File: src/rtl/arm_mem_pkg.sv
// arm_mem_pkg: shared encodings for the data-memory arbiter.
//   Contents: FSM state encoding (state_e), port-ownership encoding (owner_e),
//   default memory geometry, and a helper returning the opposite port.
package arm_mem_pkg;

    localparam int DEF_ADDR_W = 10;
    localparam int DEF_DATA_W = 32;

    typedef enum logic [1:0] {
        ST_IDLE  = 2'd0,
        ST_ISSUE = 2'd1,
        ST_RESP  = 2'd2
    } state_e;

    typedef enum logic {
        OWN_CPU  = 1'b0,
        OWN_HOST = 1'b1
    } owner_e;

    function automatic owner_e other_port(input owner_e o);
        return (o == OWN_CPU) ? OWN_HOST : OWN_CPU;
    endfunction

endpackage

File: src/rtl/arb2_select.sv
// arb2_select: combinational two-way grant selector for the data-memory arbiter.
//   Macro: DMEM_ARB_RR_EN defined -> round-robin on contention (grant the port that did
//          not win last time); undefined -> fixed priority, CPU wins contention.
//   Ports:
//     cpu_req_i     in   CPU port request
//     host_req_i    in   host port request
//     last_grant_i  in   port granted most recently
//     winner_o      out  selected port (meaningful only when a request is present)
module arb2_select
    import arm_mem_pkg::*;
(
    input  logic   cpu_req_i,
    input  logic   host_req_i,
    input  owner_e last_grant_i,
    output owner_e winner_o
);

`ifdef DMEM_ARB_RR_EN
    assign winner_o = (cpu_req_i && host_req_i) ? other_port(last_grant_i)
                    : cpu_req_i                 ? OWN_CPU
                    : host_req_i                ? OWN_HOST
                    :                             last_grant_i;
`else
    // With no request the value is irrelevant; last_grant_i is returned so the
    // history input stays connected in this mode too.
    assign winner_o = cpu_req_i  ? OWN_CPU
                    : host_req_i ? OWN_HOST
                    :              last_grant_i;
`endif

endmodule

File: src/rtl/dmem_arbiter.sv
// dmem_arbiter: shares one 1-cycle synchronous-read data memory between the CPU data port and a host port.
//   Macro: DMEM_ARB_RR_EN selects round-robin arbitration (default: fixed CPU priority).
//   Each access runs IDLE -> ISSUE -> RESP; the requester's ack pulses two cycles after its request is seen.
//   Ports:
//     clk_i                      in   system clock, rising edge
//     rst_ni                     in   asynchronous active-low reset
//     cpu_req_i / host_req_i     in   access request, level, held until ack
//     cpu_we_i / host_we_i       in   1 = write, 0 = read
//     cpu_addr_i / host_addr_i   in   word address
//     cpu_wdata_i / host_wdata_i in   write data
//     cpu_rdata_o / host_rdata_o out  read data, valid while the matching ack is high, else 0
//     cpu_ack_o / host_ack_o     out  one-cycle completion pulse
//     cpu_stall_o / host_stall_o out  req & ~ack, combinational
//     mem_en_o, mem_we_o         out  registered memory enable / write enable
//     mem_addr_o, mem_wdata_o    out  registered memory address / write data
//     mem_rdata_i                in   memory read data, valid the cycle after mem_en_o
module dmem_arbiter
    import arm_mem_pkg::*;
#(
    parameter int ADDR_W = DEF_ADDR_W,
    parameter int DATA_W = DEF_DATA_W
) (
    input  logic              clk_i,
    input  logic              rst_ni,
    input  logic              cpu_req_i,
    input  logic              cpu_we_i,
    input  logic [ADDR_W-1:0] cpu_addr_i,
    input  logic [DATA_W-1:0] cpu_wdata_i,
    output logic [DATA_W-1:0] cpu_rdata_o,
    output logic              cpu_ack_o,
    output logic              cpu_stall_o,
    input  logic              host_req_i,
    input  logic              host_we_i,
    input  logic [ADDR_W-1:0] host_addr_i,
    input  logic [DATA_W-1:0] host_wdata_i,
    output logic [DATA_W-1:0] host_rdata_o,
    output logic              host_ack_o,
    output logic              host_stall_o,
    output logic              mem_en_o,
    output logic              mem_we_o,
    output logic [ADDR_W-1:0] mem_addr_o,
    output logic [DATA_W-1:0] mem_wdata_o,
    input  logic [DATA_W-1:0] mem_rdata_i
);

    state_e            state_q, state_d;
    owner_e            owner_q, owner_d;
    owner_e            last_grant_q, last_grant_d;
    owner_e            winner;
    logic              mem_en_q, mem_en_d;
    logic              mem_we_q, mem_we_d;
    logic [ADDR_W-1:0] mem_addr_q, mem_addr_d;
    logic [DATA_W-1:0] mem_wdata_q, mem_wdata_d;
    logic              cpu_ack_q, cpu_ack_d;
    logic              host_ack_q, host_ack_d;

    arb2_select u_sel (
        .cpu_req_i    (cpu_req_i),
        .host_req_i   (host_req_i),
        .last_grant_i (last_grant_q),
        .winner_o     (winner)
    );

    // Arbitration happens only in IDLE, so a request still high during its own
    // ack (RESP) is never granted a second time.
    always_comb begin
        state_d      = state_q;
        owner_d      = owner_q;
        last_grant_d = last_grant_q;
        mem_en_d     = 1'b0;
        mem_we_d     = 1'b0;
        mem_addr_d   = mem_addr_q;
        mem_wdata_d  = mem_wdata_q;
        cpu_ack_d    = 1'b0;
        host_ack_d   = 1'b0;
        unique case (state_q)
            ST_IDLE: begin
                if (cpu_req_i || host_req_i) begin
                    state_d      = ST_ISSUE;
                    owner_d      = winner;
                    last_grant_d = winner;
                    mem_en_d     = 1'b1;
                    mem_we_d     = (winner == OWN_CPU) ? cpu_we_i    : host_we_i;
                    mem_addr_d   = (winner == OWN_CPU) ? cpu_addr_i  : host_addr_i;
                    mem_wdata_d  = (winner == OWN_CPU) ? cpu_wdata_i : host_wdata_i;
                end
            end
            ST_ISSUE: begin
                // Memory commits/samples at this edge; ack is registered so it
                // lines up with the read data arriving in RESP.
                state_d    = ST_RESP;
                cpu_ack_d  = (owner_q == OWN_CPU);
                host_ack_d = (owner_q == OWN_HOST);
            end
            ST_RESP: state_d = ST_IDLE;
            default: state_d = ST_IDLE;
        endcase
    end

    always_ff @(posedge clk_i or negedge rst_ni) begin
        if (!rst_ni) begin
            state_q      <= ST_IDLE;
            owner_q      <= OWN_CPU;
            last_grant_q <= OWN_HOST;
            mem_en_q     <= 1'b0;
            mem_we_q     <= 1'b0;
            mem_addr_q   <= '0;
            mem_wdata_q  <= '0;
            cpu_ack_q    <= 1'b0;
            host_ack_q   <= 1'b0;
        end else begin
            state_q      <= state_d;
            owner_q      <= owner_d;
            last_grant_q <= last_grant_d;
            mem_en_q     <= mem_en_d;
            mem_we_q     <= mem_we_d;
            mem_addr_q   <= mem_addr_d;
            mem_wdata_q  <= mem_wdata_d;
            cpu_ack_q    <= cpu_ack_d;
            host_ack_q   <= host_ack_d;
        end
    end

    assign mem_en_o     = mem_en_q;
    assign mem_we_o     = mem_we_q;
    assign mem_addr_o   = mem_addr_q;
    assign mem_wdata_o  = mem_wdata_q;
    assign cpu_ack_o    = cpu_ack_q;
    assign host_ack_o   = host_ack_q;
    // Read data is steered only to the acked owner; the other port sees zero.
    assign cpu_rdata_o  = cpu_ack_q  ? mem_rdata_i : '0;
    assign host_rdata_o = host_ack_q ? mem_rdata_i : '0;
    assign cpu_stall_o  = cpu_req_i  & ~cpu_ack_q;
    assign host_stall_o = host_req_i & ~host_ack_q;

endmodule
File: config.mk
export PLATFORM = sky130hd
export DESIGN_NAME = dmem_arbiter
export DESIGN_NICKNAME = d
export VERILOG_FILES = /design/src/rtl/arm_mem_pkg.sv /design/src/rtl/arb2_select.sv /design/src/rtl/dmem_arbiter.sv
export SDC_FILE = /design/constraint.sdc
export NUM_CORES = 1
export LEC_CHECK = 0
export BUFFER_PORTS_ARGS = -buffer_cell sky130_fd_sc_hd__buf_2
export CAP_MARGIN = 25
export CORE_AREA = 2 2 91 93
export CTS_CLUSTER_DIAMETER = 30
export DETAILED_ROUTE_END_ITERATION = 8
export DIE_AREA = 0 0 93 95
export PLACE_DENSITY = 0.78
export SLEW_MARGIN = 20
export SYNTH_ARGS = -nofsm -noshare
export SYNTH_HDL_FRONTEND = slang
export SYNTH_HIERARCHICAL = 1
export SYNTH_SLANG_ARGS = --single-unit
export TNS_END_PERCENT = 1
File: constraint.sdc
create_clock -name clk_i -period 2 [get_ports clk_i]
set_clock_uncertainty 0.15 [all_clocks]
set_input_delay 0.5 -clock clk_i [delete_from_list [all_inputs] [get_ports clk_i]]
set_output_delay 0.5 -clock clk_i [all_outputs]
set_load 0.005 [all_outputs]
==> results of run 1 <==
-- power by group --
group / switching (W) / internal [W] / total (W)
clock network: 0.000320 / 0.000247 / 0.000568
registers: 0.000289 / 0.00153 / 0.00182
logic: 0.000932 / 0.00142 / 0.00236
total: 0.00154 / 0.00320 / 0.00474
-- synthesized netlist by cell type, drive strengths merged --
cell	instances	area share
and2	65	0.14
mux2	86	0.34
o21ba	1	0.0035
dfrtp	49	0.43
mux2i	1	0.0035
nor2	1	0.0013
nor2b	4	0.0089
nor4	1	0.0022
dfstp	1	0.0093
clkbuf	6	0.0080
nor3	2	0.0075
buf	9	0.035
-- state kept, by name, indices dropped and copies added, names as in the netlist --
signal	flops
mem_wdata_o	32
state_q	2
mem_en_o	1
mem_addr_o	10
owner_q	1
mem_we_o	1
host_ack_o	1
cpu_ack_o	1
last_grant_q	1
-- worst paths after layout --
kind | to | slack [ps] | depth (start not counted)
setup / recovery | host_rdata_o[5] | 130 | 2
hold / removal | cpu_ack_o | 290 | 1
setup reg to reg | mem_addr_o[0] | 210 | 4
hold reg to reg | cpu_ack_o | 290 | 1
max in group asynchronous | last_grant_q | 680 | 3
min in group asynchronous | mem_wdata_o[6] | 480 | 2
-- cell families (layout without fill, tap and decap cells) --
| kind of cell | after synthesis | in the layout | synth area share |
|---|---|---|---|
| DFF | 50 | 50 | 0.444 |
| AOI/OAI and AO/OA | 1 | 1 | 0.00354 |
| and+or+nand+nor | 73 | 73 | 0.164 |
| muxes | 87 | 87 | 0.346 |
| buffers and inverters | 15 | 249 | 0.0425 |
-- routing by layer --
layer	up-vias	GRT usage
li1	1227	-
met1	1169	0.171
met2	122	0.313
met3	7	0.0439
met4	0	0.0417
met5	-	0
-- critical path, stage by stage (launching register included) --
cell	delay, ps
dfrtp_2	620
and2_1	200
buf_2	110
-- cell type report --
class | count | area share
multi-input cells | 161 | 0.346
clock inverters | 2 | 0.00329
repair buffers | 241 | 0.302
well taps | 105 | 0.0314
clock buffers | 6 | 0.0173
flip-flops and latches | 50 | 0.299
-- what timing repair did --
item	in CTS	in global routing
gates resized for setup	1	0
endpoints found under the hold margin	12	0
hold buffers	1	0
endpoints found under the setup margin	34	0
-- per-stage QoR --
stage                      util  cells  TNS (ps)  power [W]
after detailed placement  0.516    556     -22.2    0.00424
after floorplan               -    226         0    0.00319
final                     0.528    565         0    0.00474
after global placement    0.516    556         0    0.00416
after global routing      0.528    565         0    0.00510
after CTS                 0.528    565         0    0.00482
==> impl_metrics.tcl, run 1 <==
set metrics [dict create \
    fin_crit_sh 0.934 \
    wl_met1_mm 2.74 \
    grt_usage 0.161 \
    vias 2525 \
    relSlewSlack 0.742 \
    cts-buffers-inserted 5 \
    crit_start "host_ack_o" \
    final_nets 581 \
    n_antenna_cell 0 \
    clk_latency_ps 290 \
    wire_per_inst_um 13.3 \
    cts_tree "yes" \
    min-delay-start "owner_q" \
    final_cell_mix "233 x buf_2, 84 x mux2_2, 65 x and2_1" \
    seq_area_um2 1250 \
    port_buffers 233 \
    arrival_ps 1220 \
    rsz0062_at_grt "no" \
    path_clk_slew_ps 90 \
    drt_iter0_drc 30 \
    synth_area_um2 2820 \
    ctsRootBufferMaster "clkbuf_8" \
    cap_viol_max_count 0 \
    tightest_slew_ps 387 \
    dp_hpwl_mm 6.22 \
    antenna_found_initial 0 \
    chipHeight_um 95 \
    period_needed_ps 1870 \
    grt_max_degree 35 \
    rows 33 \
    timing.final.ws_setup_ps 131 \
    route.met2.wl_mm 4.05 \
    start_util 0.356 \
    grt_pass1_vias 2484 \
    critPathMaxFanout 34 \
    hold_slack_ps 292 \
    fmax_ghz 0.535 \
    synth_cell_types 15 \
    overflow 0 \
    postSynthNetCount 348 \
    cts_buffer_depth 2 \
    vias_per_cell 4.47 \
    routed_wl_mm 7.54 \
    required_ps 1350 \
    max-vdd-ir-drop_v 0.000538 \
    fillerInstances 722 \
    setup_viol_count_final 0 \
    grt_pass1_wl_mm 11.4 \
    synthCells 226 \
    yosysSeqAreaShare 0.444 \
    final_layout_size_suffix_gt1_frac 0.728 \
    top_layer_used "met4" \
    status "complete, no violations" \
    clock-sinks 50 \
    post_cts_buffers 0 \
    synth_seq_cells 50 \
    syn_avg_cell_area_um2 12.5 \
    final_common_cell "buf_2" \
    multi_input_area_um2 1450 \
    antenna_left 0 \
    p_per_area_nw_per_um2 1130 \
    hold_viol_final 0 \
    ios 234 \
    critical_path.startpoint_type "flip-flop" \
    core_um2 7930 \
    htreeDepth 2 \
    die-area_um2 8840 \
    place_area_um2 4090 \
    area_growth_pct 48.3 \
    finalInstanceArea_um2 4190 \
    leakagePower_nw 2.24 \
    pre_cts_slack_ps -11.4 \
    gp_congestion 0.774 \
    yosys_warnings 6 \
    crit_type "flip-flop to output pin" \
    die_w_um 93 \
    regToRegStartpoint "last_grant_q" \
    drv_slew 0 \
    cp-end-kind "output pin" \
    drc 0 \
    first_pass_iters 3 \
    wl_met3_um 665 \
    hp-class "flip-flop to flip-flop" \
]
Note: power is estimated with default switching activity, not from simulation.
==> run 2: changes to the inputs <==
--- a/config.mk
+++ b/config.mk
@@ -7,14 +7,13 @@
 export LEC_CHECK = 0
 export BUFFER_PORTS_ARGS = -buffer_cell sky130_fd_sc_hd__buf_2
 export CAP_MARGIN = 25
-export CORE_AREA = 2 2 91 93
+export CORE_AREA = 2 2 90 92
 export CTS_CLUSTER_DIAMETER = 30
 export DETAILED_ROUTE_END_ITERATION = 8
-export DIE_AREA = 0 0 93 95
-export PLACE_DENSITY = 0.78
+export DIE_AREA = 0 0 92 94
+export PLACE_DENSITY = 0.82
 export SLEW_MARGIN = 20
 export SYNTH_ARGS = -nofsm -noshare
 export SYNTH_HDL_FRONTEND = slang
-export SYNTH_HIERARCHICAL = 1
 export SYNTH_SLANG_ARGS = --single-unit
 export TNS_END_PERCENT = 1
==> run 2 against run 1 <==
  * Combinational power grew 21%
  * Largest power group unchanged
  * Area after synthesis increased by 6.3%
  * Clock power hardly changed
  * Synthesized cell count rose by 46%
  * Cell count grew 16%
  * Global-route usage grew 5.4 points
  * Critical path type unchanged
  * Non-clock buffer count increased by 3
  * Final area increased by 2.4%
==> impl_metrics.tcl, run 2 <==
set metrics [dict create \
    status "complete, no violations" \
    p_per_area_nw_per_um2 1230 \
    cts_tree "yes" \
    first_pass_iters 4 \
    drt_iter0_drc 121 \
    final_layout_size_suffix_gt1_frac 0.463 \
    post_cts_buffers 0 \
    required_ps 1350 \
    yosys_warnings 0 \
    p_seq_frac 0.351 \
    synth_cell_types 20 \
    core_um2 7610 \
    final_common_cell "buf_2" \
    grt_pass1_vias 3147 \
    syn_avg_cell_area_um2 9.10 \
    grt_usage 0.215 \
    ios 234 \
    crit_type "flip-flop to output pin" \
    antenna_left 0 \
    intPower_w 0.00316 \
    relSlewSlack 0.631 \
    leakagePower_nw 2.27 \
    holdBufCountCts 0 \
    async_flop_share 1.00 \
    combPwrFrac 0.542 \
    final_cell_mix "233 x buf_2, 65 x and2_1, 49 x dfrtp_1" \
    timing.final.ws_setup_ps 157 \
    antenna_found_initial 4 \
    fin_util 0.564 \
    start_util 0.395 \
    overflow 0 \
    vias_per_cell 5.14 \
    drc 0 \
    fin_setup_tns_ps 0 \
    postSynthNetCount 452 \
    grt_max_degree 65 \
    synth_area_um2 3000 \
    arrival_ps 1190 \
    synth_area_leaders "dfrtp_1 41%, and2_1 14%, a22oi_1 10%, a31oi_1 8.8%, nor2b_1 7.1%" \
    switching_share 0.402 \
    cap_viol_max_count 0 \
    max-vdd-ir-drop_v 0.000509 \
    htreeDepth 2 \
    synth_most_common_cell "and2_1" \
    die-area_um2 8650 \
    cts_buffer_depth 2 \
    wire_per_inst_um 14.9 \
    dp_hpwl_mm 7.52 \
    hold_slack_ps 22.2 \
    rsz0062_at_grt "no" \
    fin_crit_sh 0.921 \
    synth_edf_count 0 \
    clock-sinks 49 \
    area_growth_pct 42.8 \
    cp-end-kind "output pin" \
    ctsResizeCount 0 \
    hold_viol_final 0 \
    vias 3367 \
    routed_wl_mm 9.74 \
    synth_seq_cells 49 \
    fmax_ghz 0.543 \
    gp_congestion 0.749 \
    tightest_slew_ps 553 \
    synth_ff_type "dfrtp_1" \
    rows 32 \
    hp-class "input port to async pin" \
    critPathMaxFanout 33 \
    reg2reg_slack_ps 460 \
    pre_cts_slack_ps 322 \
    yosysSeqAreaShare 0.408 \
    die_w_um 92 \
    clk_latency_ps 290 \
    port_buffers 233 \
    critical_path.startpoint_type "flip-flop" \
    grt_pass1_wl_mm 15.0 \
    largest_register_ffs 32 \
    p_switching_w 0.00212 \
    final_nets 670 \
    synth_top_area_share 0.408 \
    cts-buffers-inserted 5 \
    power_frac_clock 0.107 \
    drv_slew 0 \
    synthCells 330 \
    path_clk_slew_ps 90 \
    synthTopCellsByCount "65 x and2_1, 49 x dfrtp_1, 42 x a22oi_1, 42 x a31oi_1, 34 x nor2b_1" \
    setup_viol_count_final 0 \
    fillerInstances 733 \
    period_needed_ps 1840 \
    chipHeight_um 94 \
    ctsRootBufferMaster "clkbuf_8" \
    synth_top_cell_by_area "dfrtp_1" \
]
[run 2: changes by cell type in the layout (fill, tap and decap cells not counted), moves of 3 or more]
cell	change
o21ai_0	+23
a31oi_1	+42
nor2_1	+3
and2b_1	+12
o21ai_1	+19
buf_4	+5
nor2b_1	+30
mux2_2	-84
diode_2	+4
a22oi_1	+42
[run 2: power groups by stage]
stage	sequential (W)	clock, W	combinational (W)
2_1_floorplan	0.00186	0	0.00178
3_3_place_gp	0.00184	0	0.00279
3_5_place_dp	0.00186	0	0.00290
4_1_cts	0.00185	0.000586	0.00289
5_1_grt	0.00192	0.000627	0.00318
6_report	0.00185	0.000565	0.00286
[run 2: path summary, 6_finish.rpt]
kind / startpoint / end / depth (start not counted)
max: host_ack_o / host_rdata_o[28] / 3
min: rst_ni / mem_addr_o[2] / 1
max reg2reg: state_q[0] / mem_addr_o[6] / 4
min reg2reg: owner_q / cpu_ack_o / 1
max in group asynchronous: rst_ni / mem_wdata_o[13] / 2
min in group clk_i: cpu_addr_i[2] / mem_addr_o[2] / 3
[run 2: area by class of cell]
class	instances	area (µm²)	share of cell area
diodes	4	10.0	0.00233
clock buffers	5	68.8	0.0160
clock inverters	3	17.5	0.00408
multi-input cells	248	1570	0.365
flip-flops and latches	49	1230	0.286
well taps	102	128	0.0298
repair buffers	244	1270	0.297
[run 2: cells by family (layout without fill, tap and decap cells)]
group,count (synthesis),in the layout,share of synthesized area
AO/OA/AOI/OAI,128,128,0.266
buffers and inverters,33,252,0.0704
flip-flops,49,49,0.408
other,0,4,0
AND/OR/NAND/NOR,120,120,0.255
[run 2: stage by stage]
step	instances	area, µm²	total power [W]
after detailed placement	643	4190	0.00476
after CTS	651	4280	0.00533
after floorplan	330	3000	0.00364
after global placement	643	4190	0.00463
final	655	4290	0.00528
after global routing	653	4280	0.00573
[run 2: layer usage]
metal / GRT usage / part of all wire
met1: 0.230 / 0.36
met2: 0.400 / 0.53
met3: 0.0554 / 0.085
met4: 0.0920 / 0.035
met5: 0 / 0
[run 2: worst max-delay path, stage by stage, from the launching register on]
cell,delay (ps)
dfrtp_1,400
buf_4,210
and2_1,170
buf_2,120
==> run 3: changes to the inputs <==
==> constraint.sdc (replaced) <==
create_clock -name clk_i -period 2 [get_ports clk_i]
set_clock_uncertainty 0.15 [all_clocks]
set_input_delay 0.2 -clock clk_i [delete_from_list [all_inputs] [get_ports clk_i]]
set_output_delay 0.2 -clock clk_i [all_outputs]
set_load 0.005 [all_outputs]
==> run 3 against run 2 <==
  * Fmax increased by 16%
  * Worst hold slack got worse by 1.1 ps
  * Setup slack gained 260 ps
  * Die area unchanged
  * Via count is 6.6% higher
  * Sequential power about the same
  * Wire length rose by 10%
  * Register-to-register slack lost 50 ps
  * Global-route usage rose by 2.1 points
  * Combinational power up 4%
  * First-iteration DRC count is 79% higher
  * Largest power group unchanged
==> impl_metrics.tcl, run 3 (synthesis results as in run 2) <==
set metrics [dict create \
    status "complete, no violations" \
    critical_path.startpoint_type "flip-flop" \
    antenna_found_initial 4 \
    cap_viol_max_count 0 \
    arrival_ps 1600 \
    setup_viol_count_final 0 \
    hp-class "input port to flip-flop" \
    drv_slew 0 \
    rows 32 \
    port_buffers 233 \
    timing.final.ws_setup_ps 414 \
    worstHoldEndpoint "mem_we_o" \
    routed_wl_mm 10.7 \
    p_per_area_nw_per_um2 1150 \
    cp-end-kind "flip-flop" \
    overflow 0 \
    finalInstanceArea_um2 4740 \
    gp_congestion 0.799 \
    crit_type "flip-flop to flip-flop" \
    place_area_um2 4190 \
    final_layout_size_suffix_gt1_frac 0.428 \
    worstHoldPathCells 3 \
    fmax_ghz 0.630 \
    critPathTopFamily "flip-flops" \
    post_cts_buffers 0 \
    clk_latency_ps 300 \
    regToRegStartpoint "state_q[0]" \
    cts_tree "yes" \
    core_um2 7610 \
    die_w_um 92 \
    htreeDepth 2 \
    ios 234 \
    crit_slowest_cell "dfrtp_1" \
    clock-sinks 49 \
    final_common_cell "buf_2" \
    pre_cts_slack_ps 476 \
    largest_register_ffs 32 \
    hold_viol_final 0 \
    r2r_end "mem_wdata_o[27]" \
    area_growth_pct 58.0 \
    ctsResizeCount 0 \
    period_needed_ps 1590 \
    cts_buffer_depth 2 \
    relSlewSlack 0.627 \
    antenna_left 0 \
    grt_usage 0.236 \
    drc 0 \
    min-delay-start "host_we_i" \
    chipHeight_um 94 \
    final_cell_mix "233 x buf_2, 65 x and2_1, 49 x dfrtp_1" \
    tightest_slew_ps 560 \
    grt_pass1_wl_mm 16.3 \
    vias_per_cell 5.14 \
    first_pass_iters 5 \
    fin_crit_sh 0.793 \
    die-area_um2 8650 \
    cp_num_buf_inv 1 \
    grt_pass1_vias 3366 \
    wire_per_inst_um 15.4 \
    rsz0062_at_grt "no" \
    grt_max_degree 89 \
    rr_worst_depth 4 \
    cts-buffers-inserted 5 \
    ctsRootBufferMaster "clkbuf_8" \
    path_cells "or2_1 > buf_4 > a22oi_1 > o21ai_0" \
    cpPeakStageDelay_ps 450 \
    vias 3590 \
    fin_setup_tns_ps 0 \
    leakagePower_nw 2.46 \
    dp_hpwl_mm 7.32 \
    reg2reg_slack_ps 410 \
    max-vdd-ir-drop_v 0.000561 \
    drt_iter0_drc 217 \
    start_util 0.395 \
    final_nets 714 \
    critPathMaxFanout 22 \
    path_clk_slew_ps 90 \
    required_ps 2020 \
]
==> run 3: changes by cell type in the layout (fill, tap and decap cells not counted), sizes merged <==
cell         before  now
clkbuf            5    7
clkinv            2    1
clkinvlp          1    0
dlygate4sd3       0   44
==> run 3: worst max-delay path by stage <==
stage                            to  startpoint  cells after the start
floorplan           mem_wdata_o[10]  state_q[0]                      5
global placement    mem_wdata_o[10]  state_q[0]                      4
detailed placement  mem_wdata_o[29]  state_q[0]                      4
CTS                 cpu_rdata_o[17]   cpu_ack_o                      3
global route        mem_wdata_o[21]  state_q[0]                      4
finish              mem_wdata_o[27]  state_q[0]                      4
==> run 3: per-layer routing <==
layer / share of wire / track usage / vias up
li1: - / - / 1702
met1: 0.35 / 0.239 / 1648
met2: 0.52 / 0.449 / 199
met3: 0.084 / 0.0586 / 41
met4: 0.045 / 0.118 / 0
met5: 0 / 0 / -
==> run 3: area by class of cell <==
class                           instances  area (µm²)
Antenna cell                            4        10.0
Clock buffer                            7        96.3
Clock inverter                          1        5.00
Fill cell                             658        2860
Multi-Input combinational cell        248        1570
Sequential cell                        49        1230
Tap cell                              102         128
Timing Repair Buffer                  288        1710
==> run 3: through the flow <==
stage / util / cells / power, W / hold WS (ps)
final: 0.624 / 699 / 0.00548 / 21.2
after global routing: 0.623 / 697 / 0.00590 / 17.7
after CTS: 0.622 / 695 / 0.00547 / 9.31
after detailed placement: 0.551 / 643 / 0.00476 / 74.2
after global placement: 0.551 / 643 / 0.00464 / 64.3
after floorplan: - / 330 / 0.00364 / -246
==> run 3: what timing repair did <==
item                                   4_1_cts  5_1_grt
setup endpoints to repair                    0        0
hold buffers                                44        0
endpoints found under the hold margin       65        0
==> run 3: report_power, final <==
group | leakage [nW] | internal (W) | switching, W
combinational | 1.81 | 0.00150 | 0.00148
clock | 0.0543 | 0.000313 | 0.000328
sequential | 0.598 | 0.00149 | 0.000376
total | 2.46 | 0.00330 | 0.00218
==> run 3: worst reg2reg max path, cell delays in order (launching register included) <==
cell and delay [ps]:
dfrtp_1 450, or2_1 270, buf_4 220, a22oi_1 240, o21ai_0 130
